[src/rtl/spi_reg_pkg.sv]
// Shared state encoding, header layout and default bytes for the SPI register bridge.
package spi_reg_pkg;

    typedef enum logic [2:0] {
        IDLE,
        HDR,
        RD_ISSUE,
        RD_STREAM,
        WR_STREAM,
        WR_ISSUE
    } state_t;

    localparam int         RW_BIT          = 7;
    localparam int         ADDR_MSB        = 6;
    localparam logic [7:0] ID_BYTE_DEFAULT = 8'hA5;
    localparam logic [7:0] TIMEOUT_BYTE    = 8'hFF;

endpackage

[src/rtl/sync_2ff.sv]
// Two-flop synchronizer for a single asynchronous level, with a selectable reset value.
module sync_2ff #(
    parameter logic RST_VAL = 1'b1
) (
    input  logic clk,
    input  logic rst,
    input  logic d,
    output logic q
);

    logic meta_reg;

    always_ff @(posedge clk) begin
        if (!rst) begin
            meta_reg <= RST_VAL;
            q        <= RST_VAL;
        end else begin
            meta_reg <= d;
            q        <= meta_reg;
        end
    end

endmodule

[src/rtl/spi_reg_ctrl.sv]
// Bridges SPI frames (header byte + data stream) onto a simple request/ack register bus.
module spi_reg_ctrl
    import spi_reg_pkg::*;
#(
    parameter logic [7:0] ID_BYTE     = ID_BYTE_DEFAULT,
    parameter int         ACK_TIMEOUT = 16
) (
    input  logic       clk,
    input  logic       rst,
    input  logic       ss,
    input  logic       spi_done,
    input  logic [7:0] spi_rx_data,
    output logic [7:0] spi_tx_data,
    output logic       reg_req,
    output logic       reg_we,
    output logic [6:0] reg_addr,
    output logic [7:0] reg_wdata,
    input  logic       reg_ack,
    input  logic [7:0] reg_rdata,
    output logic       frame_active,
    output logic       err_overrun,
    output logic       err_timeout
);

    localparam int CW = $clog2(ACK_TIMEOUT + 1);

    state_t        state_reg;
    logic          ss_s;
    logic [CW-1:0] cnt_reg;
    logic          timed_out;

    sync_2ff #(.RST_VAL(1'b1)) u_ss_sync (
        .clk (clk),
        .rst (rst),
        .d   (ss),
        .q   (ss_s)
    );

    // cnt_reg holds the number of cycles reg_req has already been high.
    assign timed_out = (cnt_reg == CW'(ACK_TIMEOUT - 1));

    always_ff @(posedge clk) begin
        if (!rst) begin
            state_reg    <= IDLE;
            reg_req      <= 1'b0;
            reg_we       <= 1'b0;
            reg_addr     <= '0;
            reg_wdata    <= '0;
            spi_tx_data  <= ID_BYTE;
            frame_active <= 1'b0;
            err_overrun  <= 1'b0;
            err_timeout  <= 1'b0;
            cnt_reg      <= '0;
        end else begin
            err_overrun <= 1'b0;
            err_timeout <= 1'b0;
            case (state_reg)
                IDLE: begin
                    if (!ss_s) begin
                        state_reg    <= HDR;
                        frame_active <= 1'b1;
                    end
                end
                HDR: begin
                    if (ss_s) begin
                        state_reg    <= IDLE;
                        frame_active <= 1'b0;
                    end else if (spi_done) begin
                        reg_addr <= spi_rx_data[ADDR_MSB:0];
                        if (spi_rx_data[RW_BIT]) begin
                            state_reg <= WR_STREAM;
                        end else begin
                            state_reg <= RD_ISSUE;
                            reg_req   <= 1'b1;
                            reg_we    <= 1'b0;
                            cnt_reg   <= '0;
                        end
                    end
                end
                RD_ISSUE: begin
                    if (reg_ack || timed_out) begin
                        reg_req     <= 1'b0;
                        err_timeout <= !reg_ack;
                        spi_tx_data <= reg_ack ? reg_rdata : TIMEOUT_BYTE;
                        if (ss_s) begin
                            state_reg    <= IDLE;
                            frame_active <= 1'b0;
                            spi_tx_data  <= ID_BYTE;
                        end else begin
                            state_reg <= RD_STREAM;
                        end
                    end else begin
                        cnt_reg <= cnt_reg + CW'(1);
                    end
                end
                RD_STREAM: begin
                    if (ss_s) begin
                        state_reg    <= IDLE;
                        frame_active <= 1'b0;
                        spi_tx_data  <= ID_BYTE;
                    end else if (spi_done) begin
                        // Prefetch the next address so it is ready before the next byte end.
                        reg_addr  <= reg_addr + 7'd1;
                        reg_req   <= 1'b1;
                        reg_we    <= 1'b0;
                        cnt_reg   <= '0;
                        state_reg <= RD_ISSUE;
                    end
                end
                WR_STREAM: begin
                    if (ss_s) begin
                        state_reg    <= IDLE;
                        frame_active <= 1'b0;
                    end else if (spi_done) begin
                        reg_wdata <= spi_rx_data;
                        reg_req   <= 1'b1;
                        reg_we    <= 1'b1;
                        cnt_reg   <= '0;
                        state_reg <= WR_ISSUE;
                    end
                end
                WR_ISSUE: begin
                    err_overrun <= spi_done && !ss_s;
                    if (reg_ack || timed_out) begin
                        reg_req     <= 1'b0;
                        err_timeout <= !reg_ack;
                        reg_addr    <= reg_addr + 7'd1;
                        if (ss_s) begin
                            state_reg    <= IDLE;
                            frame_active <= 1'b0;
                        end else begin
                            state_reg <= WR_STREAM;
                        end
                    end else begin
                        cnt_reg <= cnt_reg + CW'(1);
                    end
                end
                default: begin
                    state_reg    <= IDLE;
                    reg_req      <= 1'b0;
                    frame_active <= 1'b0;
                    spi_tx_data  <= ID_BYTE;
                end
            endcase
        end
    end

endmodule

[config.mk]
export PLATFORM = sky130hd
export DESIGN_NAME = spi_reg_ctrl
export DESIGN_NICKNAME = d
export VERILOG_FILES = /design/src/rtl/spi_reg_pkg.sv /design/src/rtl/sync_2ff.sv /design/src/rtl/spi_reg_ctrl.sv
export SDC_FILE = /design/constraint.sdc
export NUM_CORES = 1
export LEC_CHECK = 0
export ABC_AREA = 0
export BUFFER_PORTS_ARGS = -buffer_cell sky130_fd_sc_hd__buf_2
export CAP_MARGIN = 20
export CORE_MARGIN = 10
export CORE_UTILIZATION = 52
export CTS_CLUSTER_SIZE = 24
export DETAILED_ROUTE_END_ITERATION = 8
export GPL_TIMING_DRIVEN = 1
export PLACE_DENSITY = 0.8
export REMOVE_ABC_BUFFERS = 1
export SKIP_CTS_REPAIR_TIMING = 1
export SLEW_MARGIN = 20
export SYNTH_ARGS = -nofsm -noshare
export SYNTH_HDL_FRONTEND = slang
export SYNTH_SLANG_ARGS = --single-unit
[constraint.sdc]
create_clock -name clk -period 2.3 [get_ports clk]
set_clock_uncertainty 0.05 [all_clocks]
set_input_delay 0.115 -clock clk [delete_from_list [all_inputs] [get_ports clk]]
set_output_delay 0.115 -clock clk [all_outputs]
set_load 0.02 [all_outputs]
==> impl_metrics.toml, run 1 <==
[global_route]
antenna_found_initial = 0
grt_pass1_wl_um = 8650
grt_max_degree = 20
track_usage = 0.161
grt-ovfl-total = 0
grt_pass1_vias = 1926

[sta]
setup_slack_ps = 129
slew_headroom = 0.448
hold_ws_ps = 21.0
rsz0062_at_grt = "no"
fmax_ghz = 0.461
fin_crit_ps = 2170
finalHoldViolations = 0
fin_tns_setup_ps = 0
drv_slew = 0
setup_viol = 0
worst_pin_slew_ps = 823
finalCritPeriodShare = 0.944

[critical_path]
r2r_slack_ps = 130
r2r-start = "cnt_reg[0]"
cpLargestDelayFamily = "compound AO/OA/AOI/OAI gates"
crit_chain = "ha_1 -> and3_1 -> ha_2 -> o211ai_1 -> o311ai_4 -> a2111oi_4 -> o32ai_2"
worstRegToRegCells = 7
critPathMaxStageDelay_ps = 360
arrival_ps = 2290
required_ps = 2420
crit_start = "cnt_reg[0]"
path_class = "flip-flop to flip-flop"
critPathSlowestCell = "a2111oi_4"
path_max_fanout = 6
worstSetupStartpointType = "flip-flop"
end_kind = "flip-flop"
worstReg2RegEnd = "cnt_reg[3]"
cp_num_buf_inv = 0

[pwr]
powerDensity_mw_per_mm2 = 543
p_total_mw = 1.32
vdd_drop_max_uv = 389
comb_power_share = 0.079
p_clk_frac = 0.416
leakage_nw = 0.965
switching_power_uw = 303
swShare = 0.228
power_frac_seq = 0.505
internal-power_mw = 1.02

[placement]
port_buffers = 48
hpwl_um = 3740
dp_slack_ps = 70.1
placement.cell_area_mm2 = 0.00228
gp_congestion = 0.900

[finish]
layout-drive-gt1-share = 0.271
layout_commonest_cell = "buf_2"
stdcell_area_mm2 = 0.00244
area_growth_pct = 25.0
diodes = 0
seq_area_um2 = 761
final_cell_mix = "buf_2 (48), dfxtp_1 (38), a21oi_1 (22), nor2_1 (16), o21ai_0 (13)"
largestRegisters = "reg_wdata x8, spi_tx_data x8, reg_addr x7"
multiInputGateArea_mm2 = 0.00113
fillers = 337
nets = 307

[clocking]
cts_max_level = 2
cts_buffers = 5
clock_latency_ps = 290
cts.sinks = 38
clkSlewWorstSetupHoldPaths_ps = 70
cts_buffer_depth = 2
clockRootBuffer = "clkbuf_8"
cts_tree = "done"

[floorplan]
start_util = 0.537
ios = 49
fp.dieH_um = 81.2
die_w_um = 81.2
core_area_mm2 = 0.00363
rows = 22
fp.dieArea_mm2 = 0.00660

[synthesis]
synth-edff-count = 0
yosysSeqAreaShare = 0.390
netlist_instances = 229
synth.distinct_cells = 57
syn_area_per_cell_um2 = 8.52
ys.warnings.count = 0
syn-cell-area_mm2 = 0.00195
synth-async-reset-ratio = 0
synth_top_flop_cell = "dfxtp_1"
synth_seq_cells = 38

[min_path]
hold_path_end = "reg_wdata[3]"
min-delay-start = "spi_rx_data[3]"
min_path_cells = 3
hp-class = "input pin to flip-flop"

[route]
drt-wirelength-per-cell_um = 15.3
vias = 1928
remaining_drc_errors = 0
viasPerCell = 5.81
ant_nets = 0
finalWirelength_um = 5090
first_iter_violations = 179
firstDrtPassIters = 4

[run_status]
status = "finished clean"

[job]
maxCapViolCount = 0
## routing by layer
layer | share of wire | routed length (µm) | global-route usage | vias up
li1 | - | - | - | 968
met1 | 0.43 | 2210 | 0.187 | 898
met2 | 0.49 | 2500 | 0.268 | 54
met3 | 0.063 | 319 | 0.0464 | 8
met4 | 0.013 | 66 | 0.0744 | 0
met5 | 0 | 0 | 0 | -
## power groups by stage
stage / Clock [mW] / Combinational, mW / Sequential, mW
floorplan: 0 / 0.0426 / 0.687
global placement: 0 / 0.0967 / 0.683
detailed placement: 0 / 0.0977 / 0.683
CTS: 0.568 / 0.0980 / 0.668
global route: 0.590 / 0.116 / 0.669
finish: 0.552 / 0.105 / 0.668
## cell families (layout without fill, tap and decap cells)
family	count (synthesis)	after routing	synth area share
AOI/OAI and AO/OA	79	79	0.271
xor gates and xnor gates	2	2	0.0128
buffers and inverters	24	79	0.0526
DFF	38	38	0.390
and+or+nand+nor	73	73	0.203
adders and majority gates	3	3	0.0192
muxes	10	10	0.0520
## cells in the mapped netlist (all sizes together), types with 6 or more instances
cell type	count	area [µm²]
a21oi	22	110
clkbuf	9	35.0
dfxtp	38	761
inv	7	26.3
mux2i	9	90.1
nand2	9	36.3
nand3	8	40.0
nand4	6	37.5
nor2	17	66.3
nor3	8	40.0
o21ai	14	70.1
o31ai	7	52.6
## final cells by class
type,count,share of cell area
Clock buffer,5,0.0282
Clock inverter,3,0.0164
Inverter,10,0.0154
Multi-Input combinational cell,167,0.464
Sequential cell,38,0.312
Tap cell,48,0.0246
Timing Repair Buffer,61,0.140
## per-stage QoR
stage           util  cells
2_1_floorplan      -    215
5_1_grt        0.671    332
3_5_place_dp   0.626    323
4_1_cts        0.656    331
6_report       0.671    332
3_3_place_gp   0.626    323
## how the worst max path moves through the flow
stage | slack (ps) | to | depth (start not counted)
after floorplan | 250 | reg_addr[5] | 7
after global placement | 160 | cnt_reg[3] | 7
after detailed placement | 70 | cnt_reg[3] | 7
after CTS | 50 | cnt_reg[3] | 7
after global routing | 30 | cnt_reg[3] | 7
final | 130 | cnt_reg[3] | 7
## worst reg2reg max path, stage by stage, from the launching register on
cell and delay, ps:
dfxtp_1 340, ha_1 230, and3_1 190, ha_2 210, o211ai_1 320, o311ai_4 220, a2111oi_4 360, o32ai_2 120
No activity file was read; power rests on OpenSTA's default activity.
==> inputs of run 2 (changes only) <==
CORE_UTILIZATION = 35   (was 52)
PLACE_DENSITY = 0.58   (was 0.8)
==> impl_metrics.toml, run 2 (synthesis gave the netlist of run 1 again) <==
[run_status]
status = "finished clean"

[placement]
dp_slack_ps = 69.1
port_buffers = 48
hpwl_um = 3940
gp_congestion = 0.816
placement.cell_area_mm2 = 0.00231

[critical_path]
critPathMostFrequentCell = "ha_1"
crit_chain = "ha_1 -> and3_1 -> ha_1 -> o211ai_1 -> o311ai_2 -> a2111oi_2 -> o32ai_1"
critPathMaxStageDelay_ps = 380
cp_num_buf_inv = 0
cpLargestDelayFamily = "compound AO/OA/AOI/OAI gates"
path_max_fanout = 6
end_kind = "flip-flop"
r2r_slack_ps = 130
required_ps = 2410
worstRegToRegCells = 7
critPathSlowestCell = "a2111oi_2"
path_class = "flip-flop to flip-flop"
arrival_ps = 2290
r2r-start = "cnt_reg[0]"
worstSetupStartpointType = "flip-flop"
worstReg2RegEnd = "cnt_reg[3]"

[sta]
finalHoldViolations = 0
setup_slack_ps = 127
slew_headroom = 0.519
worst_pin_slew_ps = 717
fmax_ghz = 0.460
drv_slew = 0
setup_viol = 0
finalCritPeriodShare = 0.945
rsz0062_at_grt = "yes"
fin_crit_ps = 2170
hold_ws_ps = 23.2

[clocking]
cts_buffers = 5
clock_latency_ps = 290
cts_buffer_depth = 2
clockRootBuffer = "clkbuf_8"
cts_tree = "done"
clkSlewWorstSetupHoldPaths_ps = 80
cts.sinks = 38
cts_max_level = 2

[pwr]
internal-power_uw = 944
powerDensity_mw_per_mm2 = 519
power_frac_seq = 0.529
leakage_nw = 0.952
p_clk_frac = 0.388
comb_power_share = 0.083
vdd_drop_max_uv = 276
swShare = 0.251
p_total_mw = 1.26
switching_power_uw = 317

[finish]
area_growth_pct = 24.5
stdcell_area_mm2 = 0.00243
fillers = 577
final_cell_mix = "buf_2 (48), dfxtp_1 (38), a21oi_1 (22), nor2_1 (16), o21ai_0 (13)"
seq_area_um2 = 761
multiInputGateArea_mm2 = 0.00110
diodes = 0
layout_commonest_cell = "buf_2"
largestRegisters = "reg_wdata x8, spi_tx_data x8, reg_addr x7"
layout-drive-gt1-share = 0.268
nets = 307

[route]
viasPerCell = 5.40
vias = 1922
ant_nets = 0
firstDrtPassIters = 4
drt-wirelength-per-cell_um = 15.0
remaining_drc_errors = 0
first_iter_violations = 102
finalWirelength_um = 5340

[global_route]
grt_busiest_layer = "met2"
met3_usage = 0.0436
met1_usage = 0.153
grt_pass1_vias = 1878
globalRouteMet2Util = 0.187
grt_pass1_wl_um = 8990
antenna_found_initial = 0
grt-ovfl-total = 0
grt_max_degree = 23
track_usage = 0.121

[min_path]
min-delay-start = "spi_rx_data[3]"
min_path_cells = 3
hold_path_end = "reg_wdata[3]"
hp-class = "input pin to flip-flop"

[floorplan]
die_w_um = 94.7
fp.dieArea_mm2 = 0.00896
fp.dieH_um = 94.7
rows = 27
start_util = 0.356
ios = 49
core_area_mm2 = 0.00547

[job]
maxCapViolCount = 0
==> run 2: final cells by class <==
cell class | count | share of cell area
timing repair buffer | 61 | 0.140
tap | 72 | 0.0371
multi-input combinational | 167 | 0.455
clock inverter | 2 | 0.00515
clock buffer | 6 | 0.0340
sequential | 38 | 0.313
inverter | 10 | 0.0155
==> run 2: through the flow <==
| stage | TNS (ps) | utilization | instances |
|---|---|---|---|
| global placement | 0 | 0.421 | 347 |
| floorplan | 0 | - | 215 |
| finish | 0 | 0.444 | 356 |
| CTS | 0 | 0.439 | 355 |
| global route | -35.5 | 0.444 | 356 |
| detailed placement | 0 | 0.421 | 347 |
==> run 2: tightest hold or removal path: stages <==
cell,delay (ps)
buf_2,90
mux2i_1,60
nor2_1,70
==> run 2: routing by layer <==
layer	share of wire	routed length (µm)
met1	0.46	2470
met3	0.070	372
met4	0.0082	44
met5	0	0
met2	0.46	2460
==> run 2: worst max-delay path by stage <==
stage                     startpoint          end  slack, ps  cells after the start
after detailed placement  cnt_reg[0]   cnt_reg[3]         70                      7
after global routing      cnt_reg[0]   cnt_reg[3]        -30                      7
after CTS                 cnt_reg[0]   cnt_reg[3]         60                      7
final                     cnt_reg[0]   cnt_reg[3]        130                      7
after global placement    cnt_reg[0]   cnt_reg[3]        130                      7
after floorplan           cnt_reg[0]  reg_addr[5]        250                      7
==> run 2: power groups by stage <==
stage / clock network (mW) / registers [mW] / logic, mW
floorplan: 0 / 0.687 / 0.0426
global placement: 0 / 0.683 / 0.101
detailed placement: 0 / 0.683 / 0.101
CTS: 0.504 / 0.667 / 0.102
global route: 0.536 / 0.668 / 0.116
finish: 0.489 / 0.667 / 0.105
==> inputs of run 3 (changes only) <==
CELL_PAD_IN_SITES_DETAIL_PLACEMENT = 0   (was not set)
CELL_PAD_IN_SITES_GLOBAL_PLACEMENT = 1   (was not set)
PLACE_DENSITY = 0.75   (was 0.58)
==> impl_metrics.toml, run 3 (synthesis gave the netlist of run 1 again) <==
[run_status]
status = "finished clean"

[floorplan]
ios = 49
start_util = 0.356
die_w_um = 94.7
fp.dieArea_mm2 = 0.00896
fp.dieH_um = 94.7
core_area_mm2 = 0.00547
rows = 27

[sta]
worst_pin_slew_ps = 698
fin_crit_ps = 2110
slew_headroom = 0.532
rsz0062_at_grt = "no"
setup_viol = 0
finalCritPeriodShare = 0.916
setup_slack_ps = 193
fmax_ghz = 0.475
drv_slew = 0
finalHoldViolations = 0
fin_tns_setup_ps = 0
hold_ws_ps = 19.7

[placement]
dp.cells = 347
gp_congestion = 0.794
hpwl_um = 3970
dp_slack_ps = 115
placement.cell_area_mm2 = 0.00232
port_buffers = 48

[route]
finalWirelength_um = 5480
first_iter_violations = 139
drt-wirelength-per-cell_um = 15.4
vias = 1945
ant_nets = 0
firstDrtPassIters = 4
viasPerCell = 5.46
remaining_drc_errors = 0

[finish]
stdcell_area_mm2 = 0.00245
post-route-util = 0.448
seq_area_um2 = 761
layout-drive-gt1-share = 0.271
nets = 309
final_cell_mix = "buf_2 (48), dfxtp_1 (38), a21oi_1 (22), nor2_1 (16)"
fillers = 576
diodes = 0
final_cells = 356
largestRegisters = "reg_wdata x8, spi_tx_data x8, reg_addr x7"
area_growth_pct = 25.7
layout_commonest_cell = "buf_2"
multiInputGateArea_mm2 = 0.00111

[critical_path]
end_kind = "flip-flop"
critPathMaxStageDelay_ps = 350
worst-path-stages = 8
required_ps = 2420
critPathSlowestCell = "a2111oi_2"
arrival_ps = 2220
path_class = "flip-flop to flip-flop"
worstRegToRegCells = 8
worstSetupStartpointType = "flip-flop"
crit_chain = "ha_1 -> and3_1 -> ha_1 -> o211ai_1 -> buf_4 -> o311ai_4 -> a2111oi_2 -> o32ai_1"
cpLargestDelayFamily = "compound AO/OA/AOI/OAI gates"
path_max_fanout = 6
cp_num_buf_inv = 1
critPathMostFrequentCell = "ha_1"

[pwr]
leakage_nw = 0.961
p_total_mw = 1.23
vdd_drop_max_uv = 260
powerDensity_mw_per_mm2 = 502

[global_route]
grt-ovfl-total = 0
antenna_found_initial = 0
track_usage = 0.123
grt_pass1_wl_um = 8980
grt_max_degree = 20
grt_pass1_vias = 1849

[job]
maxCapViolCount = 0

[clocking]
cts_tree = "done"
clkSlewWorstSetupHoldPaths_ps = 70
cts.sinks = 38
cts_buffer_depth = 2
clockRootBuffer = "clkbuf_8"
cts_buffers = 5
cts_max_level = 2
clock_latency_ps = 290

[min_path]
min_path_cells = 3
hp-class = "input pin to flip-flop"
[run 3: final timing paths]
check / slack (ps) / endpoint / start
worst max-delay path: 190 / cnt_reg[3] / cnt_reg[0]
worst min-delay path: 20 / reg_wdata[3] / spi_rx_data[3]
worst max register to register: 190 / cnt_reg[3] / cnt_reg[0]
worst min register to register: 360 / u_ss_sync.q / u_ss_sync.meta_reg
[run 3: layer usage]
metal  routed length (µm)  vias up  track usage
li1                     -      971            -
met1                 2480      903        0.156
met2                 2400       65        0.188
met3                  537        6       0.0492
met4                   60        0       0.0362
met5                    0        -            0
[run 3: report_power, final]
part / switching (mW) / internal, mW / leakage [nW] / total (mW)
combinational: 0.0646 / 0.0407 / 0.610 / 0.105
clock: 0.227 / 0.231 / 0.0431 / 0.458
sequential: 0.00624 / 0.662 / 0.307 / 0.668
total: 0.298 / 0.934 / 0.961 / 1.23
[run 3: tightest hold or removal path, stage by stage]
cell	delay, ps
buf_2	80
mux2i_1	60
nor2_1	70
[run 3: area by class of cell]
class                      instances  area share
timing repair buffer              63       0.150
clock buffer                       6      0.0337
inverter                          10      0.0168
tap                               72      0.0367
multi-input combinational        167       0.453
sequential                        38       0.310
